<file path="config.mk">
export PLATFORM = sky130hd
export DESIGN_NAME = uart_rx_core
export DESIGN_NICKNAME = d
export VERILOG_FILES = /design/src/rtl/uart_rx_core.sv
export SDC_FILE = /design/constraint.sdc
export NUM_CORES = 1
export LEC_CHECK = 0
export ABC_AREA = 1
export CORE_AREA = 2 2 77 79
export DETAILED_ROUTE_END_ITERATION = 16
export DIE_AREA = 0 0 79 81
export PLACE_DENSITY = 0.78
export SKIP_LAST_GASP = 1
export SLEW_MARGIN = 20
export SYNTH_ARGS = -nofsm -noshare
export SYNTH_HDL_FRONTEND = slang
export SYNTH_SLANG_ARGS = --single-unit
</file>
<file path="constraint.sdc">
create_clock -name clk -period 2 [get_ports clk]
set_input_delay 0.2 -clock clk [delete_from_list [all_inputs] [get_ports clk]]
set_output_delay 0.2 -clock clk [all_outputs]
set_load 0.05 [all_outputs]
</file>
<file path="src/rtl/uart_rx_core.sv">
// uart_rx_core
//   Oversampled UART receiver. The asynchronous rx line is synchronised,
//   each bit is decided by a 3-sample majority vote around mid-bit, and a
//   completed frame is reported as a one-clk valid strobe plus a held
//   command word that clears itself after HOLD_TICKS idle oversample ticks.
//   Optional feature macro: UART_RX_PARITY_EN (adds a parity bit per frame,
//   the PARITY state and parameter PARITY_ODD; otherwise parity_err is 0).
// Ports:
//   clk        in   system clock
//   reset_n    in   asynchronous active-low reset
//   rx         in   serial line, idle high, asynchronous to clk
//   data       out  last good word, updates together with valid
//   valid      out  one-clk pulse per good frame
//   hold_data  out  held command word, 0 once expired
//   frame_err  out  one-clk pulse when the stop bit is sampled low
//   parity_err out  one-clk pulse on parity mismatch
//   busy       out  high whenever the receiver is not idle
module uart_rx_core #(
  parameter int unsigned CLK_DIV    = 650,
  parameter int unsigned OVERSAMPLE = 16,
  parameter int unsigned DATA_BITS  = 8,
  parameter int unsigned HOLD_TICKS = 640
`ifdef UART_RX_PARITY_EN
  ,
  parameter int unsigned PARITY_ODD = 0
`endif
) (
  input  logic                 clk,
  input  logic                 reset_n,
  input  logic                 rx,
  output logic [DATA_BITS-1:0] data,
  output logic                 valid,
  output logic [DATA_BITS-1:0] hold_data,
  output logic                 frame_err,
  output logic                 parity_err,
  output logic                 busy
);

  localparam int unsigned TW        = (CLK_DIV > 1) ? $clog2(CLK_DIV) : 1;
  localparam int unsigned PW        = $clog2(OVERSAMPLE);
  localparam int unsigned BW        = $clog2(DATA_BITS + 1);
  localparam int unsigned HW        = (HOLD_TICKS > 0) ? $clog2(HOLD_TICKS + 1) : 1;
  localparam int unsigned HOLD_LAST = (HOLD_TICKS > 0) ? HOLD_TICKS - 1 : 0;
  localparam int unsigned PH_LO     = OVERSAMPLE / 2 - 1;
  localparam int unsigned PH_MID    = OVERSAMPLE / 2;
  localparam int unsigned PH_DEC    = OVERSAMPLE / 2 + 1;
  localparam int unsigned PH_LAST   = OVERSAMPLE - 1;

  typedef enum logic [2:0] {
    S_IDLE,
    S_START,
    S_DATA,
`ifdef UART_RX_PARITY_EN
    S_PARITY,
`endif
    S_STOP,
    S_BREAK
  } state_t;

  state_t state, state_next;

  logic                 rx_meta, rxs;
  logic [TW-1:0]        tcnt;
  logic                 tick;
  logic [PW-1:0]        ph, ph_inc;
  logic                 s_lo, s_mid, vote;
  logic                 start_det, dec, wrap;
  logic [BW-1:0]        bcnt;
  logic [DATA_BITS-1:0] shreg;
  logic [HW-1:0]        hold_cnt;
  logic                 shift_en, good, ferr;
`ifdef UART_RX_PARITY_EN
  logic                 par_set, par_bad, perr;
`endif

  // Two-flop synchroniser; idles high so reset does not look like a start.
  always_ff @(posedge clk or negedge reset_n) begin
    if (!reset_n) begin
      rx_meta <= 1'b1;
      rxs     <= 1'b1;
    end else begin
      rx_meta <= rx;
      rxs     <= rx_meta;
    end
  end

  // ph_inc is the phase a tick moves into; all sample points are keyed on it
  // so that the decision lands OVERSAMPLE/2+1 ticks into each bit.
  assign tick      = (tcnt == TW'(CLK_DIV - 1));
  assign ph_inc    = (ph == PW'(PH_LAST)) ? '0 : PW'(ph + 1'b1);
  assign start_det = (state == S_IDLE) && !rxs;
  assign dec       = tick && (ph_inc == PW'(PH_DEC));
  assign wrap      = tick && (ph_inc == '0);
  assign vote      = (s_lo & s_mid) | (s_lo & rxs) | (s_mid & rxs);

  // Tick and phase counters, realigned on start detection.
  always_ff @(posedge clk or negedge reset_n) begin
    if (!reset_n) begin
      tcnt  <= '0;
      ph    <= '0;
      s_lo  <= 1'b1;
      s_mid <= 1'b1;
    end else if (start_det) begin
      tcnt <= '0;
      ph   <= '0;
    end else begin
      tcnt <= tick ? '0 : TW'(tcnt + 1'b1);
      if (tick) begin
        ph <= ph_inc;
        if (ph_inc == PW'(PH_LO))  s_lo  <= rxs;
        if (ph_inc == PW'(PH_MID)) s_mid <= rxs;
      end
    end
  end

  // FSM state register.
  always_ff @(posedge clk or negedge reset_n) begin
    if (!reset_n) state <= S_IDLE;
    else          state <= state_next;
  end

  // FSM next-state and event decode.
  always_comb begin
    state_next = state;
    shift_en   = 1'b0;
    good       = 1'b0;
    ferr       = 1'b0;
`ifdef UART_RX_PARITY_EN
    par_set    = 1'b0;
    perr       = 1'b0;
`endif
    case (state)
      S_IDLE: begin
        if (!rxs) state_next = S_START;
      end
      S_START: begin
        if (dec && vote) state_next = S_IDLE;
        else if (wrap)   state_next = S_DATA;
      end
      S_DATA: begin
        if (dec) shift_en = 1'b1;
        if (wrap && (bcnt == BW'(DATA_BITS))) begin
`ifdef UART_RX_PARITY_EN
          state_next = S_PARITY;
`else
          state_next = S_STOP;
`endif
        end
      end
`ifdef UART_RX_PARITY_EN
      S_PARITY: begin
        if (dec)  par_set    = 1'b1;
        if (wrap) state_next = S_STOP;
      end
`endif
      S_STOP: begin
        if (dec) begin
          if (vote) begin
`ifdef UART_RX_PARITY_EN
            if (par_bad) perr = 1'b1;
            else         good = 1'b1;
`else
            good = 1'b1;
`endif
            state_next = S_IDLE;
          end else begin
            ferr       = 1'b1;
            state_next = S_BREAK;
          end
        end
      end
      // Stay here until the line is seen high, so a held break is one error.
      S_BREAK: begin
        if (dec && rxs) state_next = S_IDLE;
      end
      default: state_next = S_IDLE;
    endcase
  end

  // Shift register (LSB first) and bit counter.
  always_ff @(posedge clk or negedge reset_n) begin
    if (!reset_n) begin
      shreg <= '0;
      bcnt  <= '0;
    end else if (start_det) begin
      bcnt <= '0;
    end else if (shift_en) begin
      shreg <= {vote, shreg[DATA_BITS-1:1]};
      bcnt  <= BW'(bcnt + 1'b1);
    end
  end

`ifdef UART_RX_PARITY_EN
  // Latch parity mismatch; reported only once the stop bit is good.
  always_ff @(posedge clk or negedge reset_n) begin
    if (!reset_n) begin
      par_bad    <= 1'b0;
      parity_err <= 1'b0;
    end else begin
      parity_err <= perr;
      if (start_det)    par_bad <= 1'b0;
      else if (par_set) par_bad <= vote ^ (^shreg) ^ 1'(PARITY_ODD);
    end
  end
`else
  assign parity_err = 1'b0;
`endif

  // Frame result outputs.
  always_ff @(posedge clk or negedge reset_n) begin
    if (!reset_n) begin
      data      <= '0;
      valid     <= 1'b0;
      frame_err <= 1'b0;
      busy      <= 1'b0;
    end else begin
      valid     <= good;
      frame_err <= ferr;
      busy      <= (state_next != S_IDLE);
      if (good) data <= shreg;
    end
  end

  // Held command word; a new good frame takes priority over expiry.
  always_ff @(posedge clk or negedge reset_n) begin
    if (!reset_n) begin
      hold_data <= '0;
      hold_cnt  <= '0;
    end else if (good) begin
      hold_data <= shreg;
      hold_cnt  <= '0;
    end else if (tick && (hold_data != '0) && (HOLD_TICKS != 0)) begin
      if (hold_cnt == HW'(HOLD_LAST)) begin
        hold_data <= '0;
        hold_cnt  <= '0;
      end else begin
        hold_cnt <= HW'(hold_cnt + 1'b1);
      end
    end
  end

endmodule
</file>
**After elaboration in Yosys (flattened, before gate mapping)**

Index checks and enable logic that the tools add are counted.

- Flip-flop bits (word level): 62
- Latch bits: 0
- Memory bits (writable): 0
- Bits in read-only memories: 0
- Bits of input ports: 3
- Output and inout bits: 20
- Logic and storage cells: 85
- Memories: 0

- Add/sub/neg operators: 4
- Multiply operators: 0
- Div/mod/pow operators: 0
- Order comparisons: 0
- Equality and inequality tests: 11
- Shift operators: 0
- Muxes and demuxes: 29
- Bitwise gates (word level): 6
- Reductions and logical operators: 20

Operators by type and width:

| cell | count |
|---|---|
| $mux 10 | 5 |
| $mux 8 | 3 |
| $mux 3 | 7 |
| $add 10x1->10 const B | 2 |
| $eq 10x10->1 const B | 2 |
| $mux 4 | 5 |
| $eq 4x4->1 const B | 4 |
| $pmux 3 s5 | 1 |
| $add 4x1->4 const B | 2 |
| $mux 1 | 8 |
| $reduce_bool 2->1 | 4 |
| $reduce_bool 8->1 | 1 |
| $logic_and 1x1->1 | 7 |
| $eq 3x2->1 const B | 2 |
| $reduce_and 3->1 | 2 |
| $eq 4x3->1 const B | 1 |
| $logic_not 4->1 | 1 |
| $reduce_and 2->1 | 2 |
| $and 1x1->1 | 3 |
| $eq 3x1->1 const B | 1 |
| $eq 3x3->1 const B | 1 |
| $logic_not 3->1 | 1 |
| $reduce_bool 3->1 | 1 |
| $or 1x1->1 | 2 |
| 2 further kinds | 2 |

**Depth between registers and ports, before layout**

- Depth after elaboration: 8
- Mapped depth: 11

**Worst setup path before layout**

OpenSTA, ideal clock, no wires.

- Path kind: register to register
- From: reg ph[0]
- To: reg hold_cnt[3]
- Data arrival time: 1.582 ns
- Required time: 1.882 ns
- Path slack: 0.300 ns
- Cell stages (with the launch flop): 11
- Path buffers: 1
- Clock period less this slack: 1.700 ns
- Path through: dfrtp_1 > ha_1 > nand2_1 > nand3_2 > a21oi_4 > nand2_2 > nor2_2 > nand3_2 > buf_6 > nand3b_1 > nand2_1

- Cells in the longest elaborated chain, start to end: 7
- Elaborated cells on any way between the ends: 9
- Those cells by class: 1 x add/sub; 2 x eq/ne; 4 x mux; 2 x reduce/logical

Ends and longest elaborated chain:

| item | RTL line | source |
|---|---|---|
| from (decl) | 65 | `logic [PW-1:0] ph, ph_inc;` |
| from (signal assigned) | 109 | `ph <= ph_inc;` |
| $add 4x1->4 / $eq 4x4->1 (equally long branches) | 90 | `assign ph_inc = (ph == PW'(PH_LAST)) ? '0 : PW'(ph + 1'b1);` |
| $mux 4 * | 90 |  |
| $eq 4x4->1 * | 92 | `assign dec = tick && (ph_inc == PW'(PH_DEC));` |
| $logic_and 1x1->1 * | 92 |  |
| $mux 1 * | 157 | `if (dec) begin` |
| $mux 1 * | 132 | `case (state)` |
| $mux 10 / $reduce_bool 2->1 (equally long branches) | -- |  |
| to (signal assigned) | 237 | `hold_cnt <= HW'(hold_cnt + 1'b1);` |
| to (decl) | 70 | `logic [HW-1:0] hold_cnt;` |

Mark *: on every way between the ends. The rest lies on a longest branch, timed or not.
A chain may end at the register's enable or synchronous reset.

**Worst setup path after layout**

- From: reg ph[0]
- To: reg hold_data[7]

- Cells in the longest elaborated chain, start to end: 8
- Elaborated cells on any way between the ends: 11
- Those cells by class: 1 x add/sub; 2 x eq/ne; 4 x mux; 4 x reduce/logical

Ends and longest elaborated chain:

| item | RTL line | source |
|---|---|---|
| $add 4x1->4 / $eq 4x4->1 (equally long branches) | 90 |  |
| $mux 4 * | 90 |  |
| $eq 4x4->1 * | 92 |  |
| $logic_and 1x1->1 * | 92 |  |
| $mux 1 * | 157 |  |
| $mux 1 * | 132 |  |
| $reduce_bool 2->1 (no line) | -- |  |
| $reduce_and 2->1 (no line) | -- |  |
| to (signal assigned) | 230 | `hold_data <= shreg;` |
| to (decl) | 33 | `output logic [DATA_BITS-1:0] hold_data,` |

Marks and branches as above.

==> impl_metrics.yaml <==
floorplan:
  coreArea_um2: 5675
  num_rows: 28
  dieArea_um2: 6399
  die_h_um: 81
  die_x_um: 79
  num_io_pins: 23
  initial_core_util_pct: 55.34
route:
  wl_um: 6319
  drt-pass1-iter-count: 4
  wl_per_cell_um: 12.66
  initialDrtViolationCount: 124
  postRouteAntennaNets: 0
  via_count: 2533
  drc_errors: 0
  avgViaCountPerCell: 5.076
clock_network:
  htree_levels: 3
  cts-root-buf: "clkbuf_8"
  clk_pin_slew_ps: 80
  insertion_delay_ps: 360
  cts.sinks: 62
  clk_path_buf_depth: 2
  cts_tree: "yes"
  cts_buffers: 9
outcome:
  status: "complete, no violations"
timing:
  worst_pin_slew_ps: 537.6
  slew_violations: 0
  fmax_ghz: 0.5463
  timing.final.crit_share_pct: 91.53
  slew_headroom_pct: 63.96
  layout_min_cycle_time_ps: 1831
  grt_setup_unrepaired: "true"
  finalHoldViolCount: 0
  setup_violations: 0
  skew_ps: 13.13
synth:
  yosys_most_used_dff: "dfrtp_1"
  yosysSeqAreaShare_pct: 49.56
  async_flop_share_pct: 100.0
  ys_warn_count: 0
  ys_ff_latch: 62
  synth_enable_flop_cells: 0
  synth_nets: 390
  syn_area_per_cell_um2: 8.308
  synth_cell_types: 35
  syn_inst: 378
  syn_area_um2: 3141
hold_path:
  min_path_type: "in2reg"
  whs_path_depth: 1
cells_and_area:
  drive_above_1_share_pct: 14.86
  nets: 431
  stdcell_area_um2: 3766
  fin_cells: 499
  n_antenna_cell: 0
  final_util_pct: 66.36
  layout_common_cells: "nand2_1 (110), dfrtp_1 (58), inv_1 (47), nor2_1 (36), nand3_1 (27)"
  final_common_cell: "nand2_1"
  syn2layout_area_growth_pct: 19.92
grt:
  antenna_found_initial: 0
  grt_pass1_wl_um: 10470
  grt_max_degree: 63
  grt_pass1_vias: 2411
  grt-ovfl-total: 0
  grt_use_total_pct: 21.30
place:
  dp.cells: 478
  place_congestion: 0.8543
  place_area_um2: 3471
  portBuffers: 21
  hpwl_um: 4424
setup_path:
  crit_slowest_cell: "dfrtp_1"
  worst_setup_path_end_kind: "flop"
  cp.arrival_ps: 2130
  slowest_delay_ps: 390
  cp_cell_sequence: "ha_1, xnor2_2, inv_2, a21oi_4, nand2_2, nor2_2, nand3_4, inv_2, nand2_1, nand2_1"
  r2r_cells: 10
  cp.required_ps: 2300
  cp_max_fo: 11
  startpoint_type: "flop"
  crit_type: "reg2reg"
pwr:
  ir_drop_mv: 0.4589
  p_leak_nw: 1.898
  powerDensity_nw_per_um2: 681.7
flow_run:
  cap_violations: 0
## synthesized netlist by cell type, types with 2 or more instances
master    instances  share of area, %
dfstp_2           4               3.3
nand2_2           5               1.0
nand3b_1          2              0.48
buf_4             2              0.48
nand2_1         112                13
dfrtp_1          58                46
inv_2             3              0.36
nor3b_1           2              0.48
nand4_1           5               1.0
o21a_1            2              0.48
nand3_1          27               4.3
nor2_1           37               4.4
nand3_2           4               1.3
xor2_1            6               1.7
a31oi_1           3              0.60
nor3_2            2              0.64
nor2_2            5               1.0
inv_1            47               5.6
a21oi_1           7               1.1
o21ai_2           3              0.84
o21ai_1           3              0.48
nor4_1            2              0.40
o21ai_0           8               1.3
nor3_1           10               1.6
ha_1              9               3.6
## registers in the layout, indices dropped and copies added, names as in the netlist, 3 cells and up
register / cells
hold_cnt: 10
tcnt: 10
ph: 4
bcnt: 4
shreg: 8
hold_data: 8
state: 3
data: 8
## critical path, delay by kind of cell (launching register included)
kind | cells | cell delay [ps]
flip-flops | 1 | 390
adder cells (fa/ha/maj) | 1 | 240
XOR/XNOR | 1 | 210
AND/OR/NAND/NOR | 5 | 530
buffers and inverters | 2 | 230
AO/OA/AOI/OAI | 1 | 180
## final timing paths
path                            startpoint      endpoint  slack [ps]
worst max-delay path                 ph[0]  hold_data[7]         170
worst min-delay path                    rx       rx_meta         260
worst max register to register       ph[0]  hold_data[7]         170
worst min register to register     rx_meta           rxs         360
max in group asynchronous          reset_n       rx_meta        1300
min in group asynchronous          reset_n   hold_cnt[5]         370
## metal layers
layer / routed length (µm) / vias up / share of wire [%] / track usage (%)
li1: - / 1280 / - / -
met1: 2795 / 1178 / 44 / 25.96
met2: 3078 / 59 / 49 / 35.68
met3: 295 / 16 / 4.7 / 5.444
met4: 149 / 0 / 2.4 / 10.00
met5: 0 / - / 0 / 0
## cell type report
type / count / area (µm²)
Fill cell: 458 / 1909
Timing Repair Buffer: 34 / 317.8
Clock inverter: 7 / 103.9
Inverter: 50 / 187.7
Tap cell: 75 / 93.84
Multi-Input combinational cell: 262 / 1383
Sequential cell: 62 / 1556
Clock buffer: 9 / 123.9
## kinds of logic after synthesis
family | Yosys count | synth area share (%)
other | 1 | 0.1194
xor gates and xnor gates | 8 | 2.470
adders and majority gates | 9 | 3.586
and+or+nand+nor | 216 | 31.47
AOI/OAI and AO/OA | 28 | 5.498
DFF | 62 | 49.56
buffers and inverters | 54 | 7.291
## power breakdown
| part | internal, mW | switching, mW | leakage (nW) |
|---|---|---|---|
| clock | 0.718 | 0.554 | 0.115 |
| combinational | 0.00828 | 0.0292 | 0.951 |
| sequential | 1.26 | 0.00124 | 0.832 |
## per-stage QoR
stage	setup slack [ps]	setup TNS (ps)	hold WS, ps	total power [mW]
after detailed placement	107.4	0	238.4	1.321
after CTS	84.42	0	249.9	2.589
final	169.4	0	255.8	2.567
after global placement	160.8	0	234.7	1.320
after floorplan	299.9	0	-95.59	1.289
after global routing	-10.58	-19.63	262.1	2.640
## timing repair
| item | CTS | global route |
|---|---|---|
| gates resized for setup | 0 | 6 |
| buffers inserted | 0 | 4 |
| endpoints found under the setup margin | 0 | 20 |
| hold endpoints to repair | 58 | 0 |
| hold buffers | 1 | 0 |
Note: power is estimated with default switching activity, not from simulation.
